**src/rtl/alu_pkg.sv**
```systemverilog
// Shared opcode constants, FSM state type and opcode decode helper for alu_seq.
package alu_pkg;

    localparam logic [2:0] OP_LOGIC  = 3'b000;
    localparam logic [2:0] OP_ADDSUB = 3'b011;
    localparam logic [2:0] OP_SHIFT  = 3'b100;
    localparam logic [2:0] OP_MUL    = 3'b101;

    typedef enum logic [1:0] {
        ST_IDLE = 2'd0,
        ST_BUSY = 2'd1,
        ST_DONE = 2'd2
    } state_e;

    function automatic logic op_is_legal(input logic [2:0] op);
        return (op == OP_LOGIC) || (op == OP_ADDSUB) || (op == OP_SHIFT) || (op == OP_MUL);
    endfunction

endpackage

```
**src/rtl/adder_n.sv**
```systemverilog
// WIDTH-bit ripple-style adder with carry-in and carry-out.
module adder_n #(
    parameter int WIDTH = 8
) (
    input  logic             cin,
    input  logic [WIDTH-1:0] A,
    input  logic [WIDTH-1:0] B,
    output logic [WIDTH-1:0] S,
    output logic             Cout
);

    assign {Cout, S} = (WIDTH+1)'(A) + (WIDTH+1)'(B) + (WIDTH+1)'(cin);

endmodule

```
**src/rtl/alu_seq.sv**
```systemverilog
// Sequential ALU: single-cycle logic/add/sub, iterative shift and shift-add
// multiply, with a valid/ready request side and a held result side.
module alu_seq
    import alu_pkg::*;
#(
    parameter int WIDTH = 8,
    parameter int SHW   = $clog2(WIDTH)
) (
    input  logic             clk,
    input  logic             rst,
    input  logic [WIDTH-1:0] rs1,
    input  logic [WIDTH-1:0] rs2,
    input  logic [2:0]       ctrl,
    input  logic             flag,
    input  logic             in_valid,
    output logic             in_ready,
    output logic [WIDTH-1:0] out,
    output logic             overflow,
    output logic             zero,
    output logic             illegal,
    output logic             out_valid,
    input  logic             out_ready
);

    localparam int unsigned CW_MUL = $clog2(WIDTH + 1);
    localparam int unsigned CW     = (SHW + 1 > CW_MUL) ? SHW + 1 : CW_MUL;

    state_e           state_q;
    logic [WIDTH-1:0] a_q, b_q, m_q;
    logic [CW-1:0]    cnt_q;
    logic             mul_q, shl_q;
    logic [WIDTH-1:0] out_q;
    logic             ovf_q, zero_q, ill_q, in_ready_q, out_valid_q;

    logic             add_cin, add_cout;
    logic [WIDTH-1:0] add_a, add_b, add_s;
    logic [SHW-1:0]   sh_amt;
    logic [WIDTH-1:0] res_c, acc_n, m_n, sh_n, fin_c;
    logic             ovf_c, ill_c, go_busy_c, fin_ovf_c;

    assign sh_amt = rs2[SHW-1:0];

    // One adder serves add/sub on accept and the multiply accumulate in BUSY.
    always_comb begin
        add_cin = 1'b0;
        add_a   = rs1;
        add_b   = rs2;
        if (state_q == ST_BUSY) begin
            add_a = a_q;
            add_b = m_q[0] ? b_q : '0;
        end else if (flag) begin
            add_b   = ~rs2;
            add_cin = 1'b1;
        end
    end

    adder_n #(.WIDTH(WIDTH)) u_adder (
        .cin  (add_cin),
        .A    (add_a),
        .B    (add_b),
        .S    (add_s),
        .Cout (add_cout)
    );

    // Result of an accepted request that completes without BUSY cycles.
    always_comb begin
        res_c     = '0;
        ovf_c     = 1'b0;
        ill_c     = !op_is_legal(ctrl);
        go_busy_c = 1'b0;
        case (ctrl)
            OP_LOGIC:  res_c = flag ? ~(rs1 & rs2) : ~(rs1 | rs2);
            OP_ADDSUB: begin
                res_c = add_s;
                ovf_c = add_cout;
            end
            OP_SHIFT:  begin
                res_c     = rs1;
                go_busy_c = (sh_amt != '0);
            end
            OP_MUL:    go_busy_c = 1'b1;
            default:   res_c = '0;
        endcase
    end

    // One iteration step: {carry, acc, multiplier} shifts right; shifter moves one bit.
    assign acc_n     = {add_cout, add_s[WIDTH-1:1]};
    assign m_n       = {add_s[0], m_q[WIDTH-1:1]};
    assign sh_n      = shl_q ? {a_q[WIDTH-2:0], 1'b0} : {1'b0, a_q[WIDTH-1:1]};
    assign fin_c     = mul_q ? m_n : sh_n;
    assign fin_ovf_c = mul_q && (acc_n != '0);

    always_ff @(posedge clk) begin
        if (rst) begin
            state_q     <= ST_IDLE;
            a_q         <= '0;
            b_q         <= '0;
            m_q         <= '0;
            cnt_q       <= '0;
            mul_q       <= 1'b0;
            shl_q       <= 1'b0;
            out_q       <= '0;
            ovf_q       <= 1'b0;
            zero_q      <= 1'b1;
            ill_q       <= 1'b0;
            in_ready_q  <= 1'b1;
            out_valid_q <= 1'b0;
        end else begin
            case (state_q)
                ST_IDLE: if (in_valid) begin
                    in_ready_q <= 1'b0;
                    a_q        <= (ctrl == OP_MUL) ? '0 : rs1;
                    b_q        <= rs1;
                    m_q        <= rs2;
                    mul_q      <= (ctrl == OP_MUL);
                    shl_q      <= flag;
                    cnt_q      <= (ctrl == OP_MUL) ? CW'(WIDTH) : CW'(sh_amt);
                    if (go_busy_c) begin
                        state_q <= ST_BUSY;
                    end else begin
                        state_q     <= ST_DONE;
                        out_valid_q <= 1'b1;
                        out_q       <= res_c;
                        ovf_q       <= ovf_c;
                        zero_q      <= (res_c == '0);
                        ill_q       <= ill_c;
                    end
                end
                ST_BUSY: begin
                    cnt_q <= cnt_q - CW'(1);
                    a_q   <= mul_q ? acc_n : sh_n;
                    if (mul_q) m_q <= m_n;
                    if (cnt_q == CW'(1)) begin
                        state_q     <= ST_DONE;
                        out_valid_q <= 1'b1;
                        out_q       <= fin_c;
                        ovf_q       <= fin_ovf_c;
                        zero_q      <= (fin_c == '0);
                        ill_q       <= 1'b0;
                    end
                end
                ST_DONE: if (out_ready) begin
                    state_q     <= ST_IDLE;
                    out_valid_q <= 1'b0;
                    in_ready_q  <= 1'b1;
                end
                default: state_q <= ST_IDLE;
            endcase
        end
    end

    assign in_ready  = in_ready_q;
    assign out       = out_q;
    assign overflow  = ovf_q;
    assign zero      = zero_q;
    assign illegal   = ill_q;
    assign out_valid = out_valid_q;

endmodule
```
**config.mk**
```make
export PLATFORM = sky130hd
export DESIGN_NAME = alu_seq
export DESIGN_NICKNAME = d
export VERILOG_FILES = /design/src/rtl/alu_pkg.sv /design/src/rtl/adder_n.sv /design/src/rtl/alu_seq.sv
export SDC_FILE = /design/constraint.sdc
export NUM_CORES = 1
export LEC_CHECK = 0
export ABC_AREA = 1
export CORE_MARGIN = 5
export CORE_UTILIZATION = 35
export DETAILED_ROUTE_END_ITERATION = 8
export GPL_ROUTABILITY_DRIVEN = 0
export GPL_TIMING_DRIVEN = 1
export SLEW_MARGIN = 20
export SYNTH_ARGS = -nofsm -noshare
export SYNTH_HDL_FRONTEND = slang
export SYNTH_SLANG_ARGS = --single-unit
```
**constraint.sdc**
```tcl
create_clock -name clk -period 4.4 [get_ports clk]
set_input_delay 0.88 -clock clk [delete_from_list [all_inputs] [get_ports clk]]
set_output_delay 0.88 -clock clk [all_outputs]
set_load 0.01 [all_outputs]
```
==> tab_implementation.tex <==
\begin{tabular}{lr}
\hline
Metric & Value \\
\hline
\multicolumn{2}{l}{\textbf{Synth}} \\
\quad Post-synthesis instance area & 3260 sq um \\
\quad Portion of the post-synthesis area used by sequential elements & 27.6\% \\
\quad Net count of the mapped netlist & 551 \\
\quad Biggest area consumer among synthesized cells & sky130\_fd\_sc\_hd\_\_dfxtp\_1 \\
\quad Number of warnings issued by yosys & 0 \\
\quad Distinct cells, synth & 42 \\
\quad Number of synthesized register bits & 45 \\
\quad Synth top area cells & sky130\_fd\_sc\_hd\_\_dfxtp\_1 28\%, sky130\_fd\_sc\_hd\_\_nand2\_1 14\%, sky130\_fd\_sc\_hd\_\_o21ai\_0 10\%, sky130\_fd\_sc\_hd\_\_a21oi\_1 7.8\%, sky130\_fd\_sc\_hd\_\_nor2\_1 5.5\% \\
\quad Most common flop cell mapped by yosys & sky130\_fd\_sc\_hd\_\_dfxtp\_1 \\
\quad Synthesized area per cell & 6.37 sq um \\
\quad Number of enable-type register cells in the synthesized netlist & 0 \\
\quad Synth Instances & 512 \\
\quad Area share of the largest cell type after synthesis & 27.6\% \\
\quad Share of flip-flops with an asynchronous set or reset & 0\% \\
\multicolumn{2}{l}{\textbf{Die}} \\
\quad \# rows & 35 \\
\quad Floorplan die area & 11,300 sq um \\
\quad Horizontal die dimension & 107 um \\
\quad Area of the placeable core & 9150 sq um \\
\quad Starting density of the core & 35.6\% \\
\quad Die H & 107 um \\
\quad I/O pin cnt & 37 \\
\multicolumn{2}{l}{\textbf{Pwr}} \\
\quad Static leakage & 1.63 nW \\
\quad P per Cell Area & 634 nW/um\^{}2 \\
\quad Highest ir drop seen on vdd & 220 uV \\
\multicolumn{2}{l}{\textbf{Detailed routing}} \\
\quad Via count & 3,582 \\
\quad DRC & 0 \\
\quad Routed length per instance & 16.2 um \\
\quad First-pass DRT Iterations & 5 \\
\quad DRC marker count from the first detailed-route iteration & 205 \\
\quad Remaining number of nets flagged by the antenna check after routing & 0 \\
\quad Overall routed net length & 10,500 um \\
\quad Via density per instance & 5.53 \\
\multicolumn{2}{l}{\textbf{Timing}} \\
\quad Endpoints failing hold & 0 \\
\quad Final setup margin & 999 ps \\
\quad Number of pins with negative max-slew slack in the final report & 0 \\
\quad Worst-margin pin slew & 950 ps \\
\quad Final Critical Period & 3400 ps \\
\quad Remaining max-slew budget at the tightest pin & 36.6\% \\
\quad Summed negative setup slack over all endpoints & 0 ps \\
\quad Period utilization & 77.3\% \\
\quad RSZ-0062 raised after global routing & false \\
\quad Largest clock skew in the final design & 14.4 ps \\
\quad Final Setup Violations & 0 \\
\quad Max Clock Freq & 294 MHz \\
\multicolumn{2}{l}{\textbf{Global routing}} \\
\quad Number of antenna violations at the first check in global routing & 0 \\
\quad Leftover overflow at the end of global routing & 0 \\
\quad Met2 Usage GRT & 31.7\% \\
\quad Busiest metal layer after global routing & met2 \\
\quad Met3 Resource Use GR & 3.40\% \\
\quad First-pass GRT wire length & 17,200 um \\
\quad Pin count of the biggest net entering global routing & 36 \\
\quad GRT Resource Usage Total & 18.9\% \\
\quad Vias in the first global route & 3,535 \\
\quad Met1 track demand over resource & 23.7\% \\
\multicolumn{2}{l}{\textbf{Clock tree}} \\
\quad Setup Buffers After CTS & 0 \\
\quad Sink Count & 45 \\
\quad Clock latency of the later-clocked register in the worst-skew pair & 320 ps \\
\quad Number of buffers inserted during clock tree synthesis & 5 \\
\quad Clock-pin slew on the worst setup and hold paths & 100 ps \\
\quad Clock root buffer & sky130\_fd\_sc\_hd\_\_clkbuf\_8 \\
\quad Resized cells post-CTS & 0 \\
\quad Number of buffers inserted for hold repair after clock tree synthesis & 0 \\
\quad CTS tree & built \\
\quad H-Tree Level Count & 2 \\
\quad Maximum count of clock buffers along a single path & 2 \\
\multicolumn{2}{l}{\textbf{Final layout}} \\
\quad Storage element area & 901 sq um \\
\quad Fillcell total & 1,003 \\
\quad Antenna cell count & 0 \\
\quad Fraction of final layout cells with drive strength greater than 1 & 5.03\% \\
\quad Synth-to-layout area growth & 14.9\% \\
\quad Area of combinational cells with multiple inputs & 2030 sq um \\
\quad Net count, final & 575 \\
\multicolumn{2}{l}{\textbf{Worst hold path}} \\
\quad Worst min-delay path category & reg2reg \\
\multicolumn{2}{l}{\textbf{Critical path}} \\
\quad Worst-path fanout max & 17 \\
\quad Sort of element at the end of the critical path & register \\
\quad Critical setup path kind & in2reg \\
\quad Arrival time at the worst endpoint & 3660 ps \\
\quad Required time reported for the critical path endpoint & 4660 ps \\
\quad CP startpoint kind & input port \\
\multicolumn{2}{l}{\textbf{Place}} \\
\quad Post-Place Worst Slack & 726 ps \\
\quad Count of buffers from port buffering & 36 \\
\quad HPWL after DPL & 8040 um \\
\multicolumn{2}{l}{\textbf{Status}} \\
\quad Outcome & finished clean \\
\multicolumn{2}{l}{\textbf{Run}} \\
\quad Count of max-cap constraint violations & 0 \\
\hline
\end{tabular}
## synth_stat cells (5+ instances only)
cell,n
sky130_fd_sc_hd__nor3_1,5
sky130_fd_sc_hd__inv_1,46
sky130_fd_sc_hd__o21ai_0,66
sky130_fd_sc_hd__nand3_1,25
sky130_fd_sc_hd__a21oi_1,51
sky130_fd_sc_hd__clkbuf_1,12
sky130_fd_sc_hd__ha_1,13
sky130_fd_sc_hd__nand2_1,124
sky130_fd_sc_hd__nor2_1,48
sky130_fd_sc_hd__dfxtp_1,45
sky130_fd_sc_hd__a31oi_1,10
sky130_fd_sc_hd__buf_2,5
## cells by family (layout without fill, tap and decap cells)
family	Yosys count	after routing	synth area share (%)
AND/OR/NAND/NOR	219	219	28.1
AO/OA/AOI/OAI	153	153	26.7
flip-flops	45	45	27.6
XOR/XNOR	5	5	1.34
adder cells (fa/ha/maj)	15	15	6.22
buffers and inverters	75	100	10.0
## layer usage
metal / share of wire, % / up-vias / wire [um]
met2: 47 / 141 / 4940
met1: 44 / 1648 / 4610
li1: - / 1764 / -
met3: 5.2 / 29 / 544
met4: 3.9 / 0 / 406
met5: 0 / - / 0
## power by group
| group | internal, mW | switching [mW] | total [mW] |
|---|---|---|---|
| clock network | 0.112 | 0.159 | 0.271 |
| registers | 0.556 | 0.134 | 0.690 |
| logic | 0.506 | 0.907 | 1.41 |
## final timing paths
| kind | start | end | slack (ps) | cells after the start |
|---|---|---|---|---|
| setup / recovery | flag | zero | 1000 | 20 |
| hold / removal | out_valid | out_valid | 450 | 2 |
| setup reg to reg | state_q[1] | zero | 1190 | 23 |
| hold reg to reg | out_valid | out_valid | 450 | 2 |
## worst max-delay path, stage by stage
cell                              delay (ps)
sky130_fd_sc_hd__clkdlybuf4s50_1         550
sky130_fd_sc_hd__buf_4                   270
sky130_fd_sc_hd__inv_4                    90
sky130_fd_sc_hd__nor2_1                  130
sky130_fd_sc_hd__fa_1                    210
sky130_fd_sc_hd__inv_1                    60
sky130_fd_sc_hd__fa_1                    380
sky130_fd_sc_hd__inv_1                    80
sky130_fd_sc_hd__nand2_1                  70
sky130_fd_sc_hd__nand2_1                 130
sky130_fd_sc_hd__nor2_1                   60
sky130_fd_sc_hd__nor2_1                  100
sky130_fd_sc_hd__nand3_1                 110
sky130_fd_sc_hd__nor2_1                  140
sky130_fd_sc_hd__nand2_1                  70
sky130_fd_sc_hd__nor2_1                   80
sky130_fd_sc_hd__nand2_1                  70
sky130_fd_sc_hd__nand2_1                  60
sky130_fd_sc_hd__nand2_1                  50
sky130_fd_sc_hd__nand2_1                  60
## cells in the final DEF (no fill, tap or decap), types with 3 or more instances in the layout
cell	synthesis	final
sky130_fd_sc_hd__o21ai_0	66	66
sky130_fd_sc_hd__a41oi_1	3	3
sky130_fd_sc_hd__nand3_1	25	25
sky130_fd_sc_hd__and2_1	3	3
sky130_fd_sc_hd__o22ai_1	3	3
sky130_fd_sc_hd__a21oi_1	51	51
sky130_fd_sc_hd__buf_4	1	3
sky130_fd_sc_hd__or2_2	3	3
sky130_fd_sc_hd__nor2_1	48	48
sky130_fd_sc_hd__clkdlybuf4s50_1	0	36
sky130_fd_sc_hd__nand2_1	124	124
sky130_fd_sc_hd__nand4_1	3	3
sky130_fd_sc_hd__a31oi_1	10	10
sky130_fd_sc_hd__xnor2_1	4	4
sky130_fd_sc_hd__dfxtp_1	45	45
sky130_fd_sc_hd__nand3b_1	3	3
sky130_fd_sc_hd__a211oi_1	4	4
sky130_fd_sc_hd__ha_1	13	13
sky130_fd_sc_hd__nor3_1	5	5
sky130_fd_sc_hd__inv_1	46	46
sky130_fd_sc_hd__clkbuf_8	1	5
sky130_fd_sc_hd__inv_2	4	4
## cell type report
class	count	area share [%]
multi-input cells	392	54.3
flip-flops and latches	45	24.1
repair buffers	39	10.2
inverters	53	5.38
well taps	111	3.71
clock buffers	6	1.94
clock inverters	2	0.401
## sequential cells by signal (all words and copies together) (netlist names)
register,count
m_q,8
mul_q,1
illegal,1
a_q,8
out_valid,1
overflow,1
b_q,8
cnt_q,4
state_q,2
in_ready,1
out,8
zero,1
shl_q,1
## metrics by stage
stage / cells / power, mW / hold slack (ps) / instance area [sq um] / util (%)
2_1_floorplan: 512 / 1.70 / 455 / 3260 / -
3_3_place_gp: 640 / 2.07 / 437 / 3660 / 39.9
3_5_place_dp: 640 / 2.09 / 441 / 3660 / 39.9
4_1_cts: 648 / 2.36 / 456 / 3740 / 40.9
5_1_grt: 648 / 2.60 / 492 / 3740 / 40.9
6_report: 648 / 2.37 / 451 / 3740 / 40.9
Note: power is estimated with default switching activity, not from simulation.
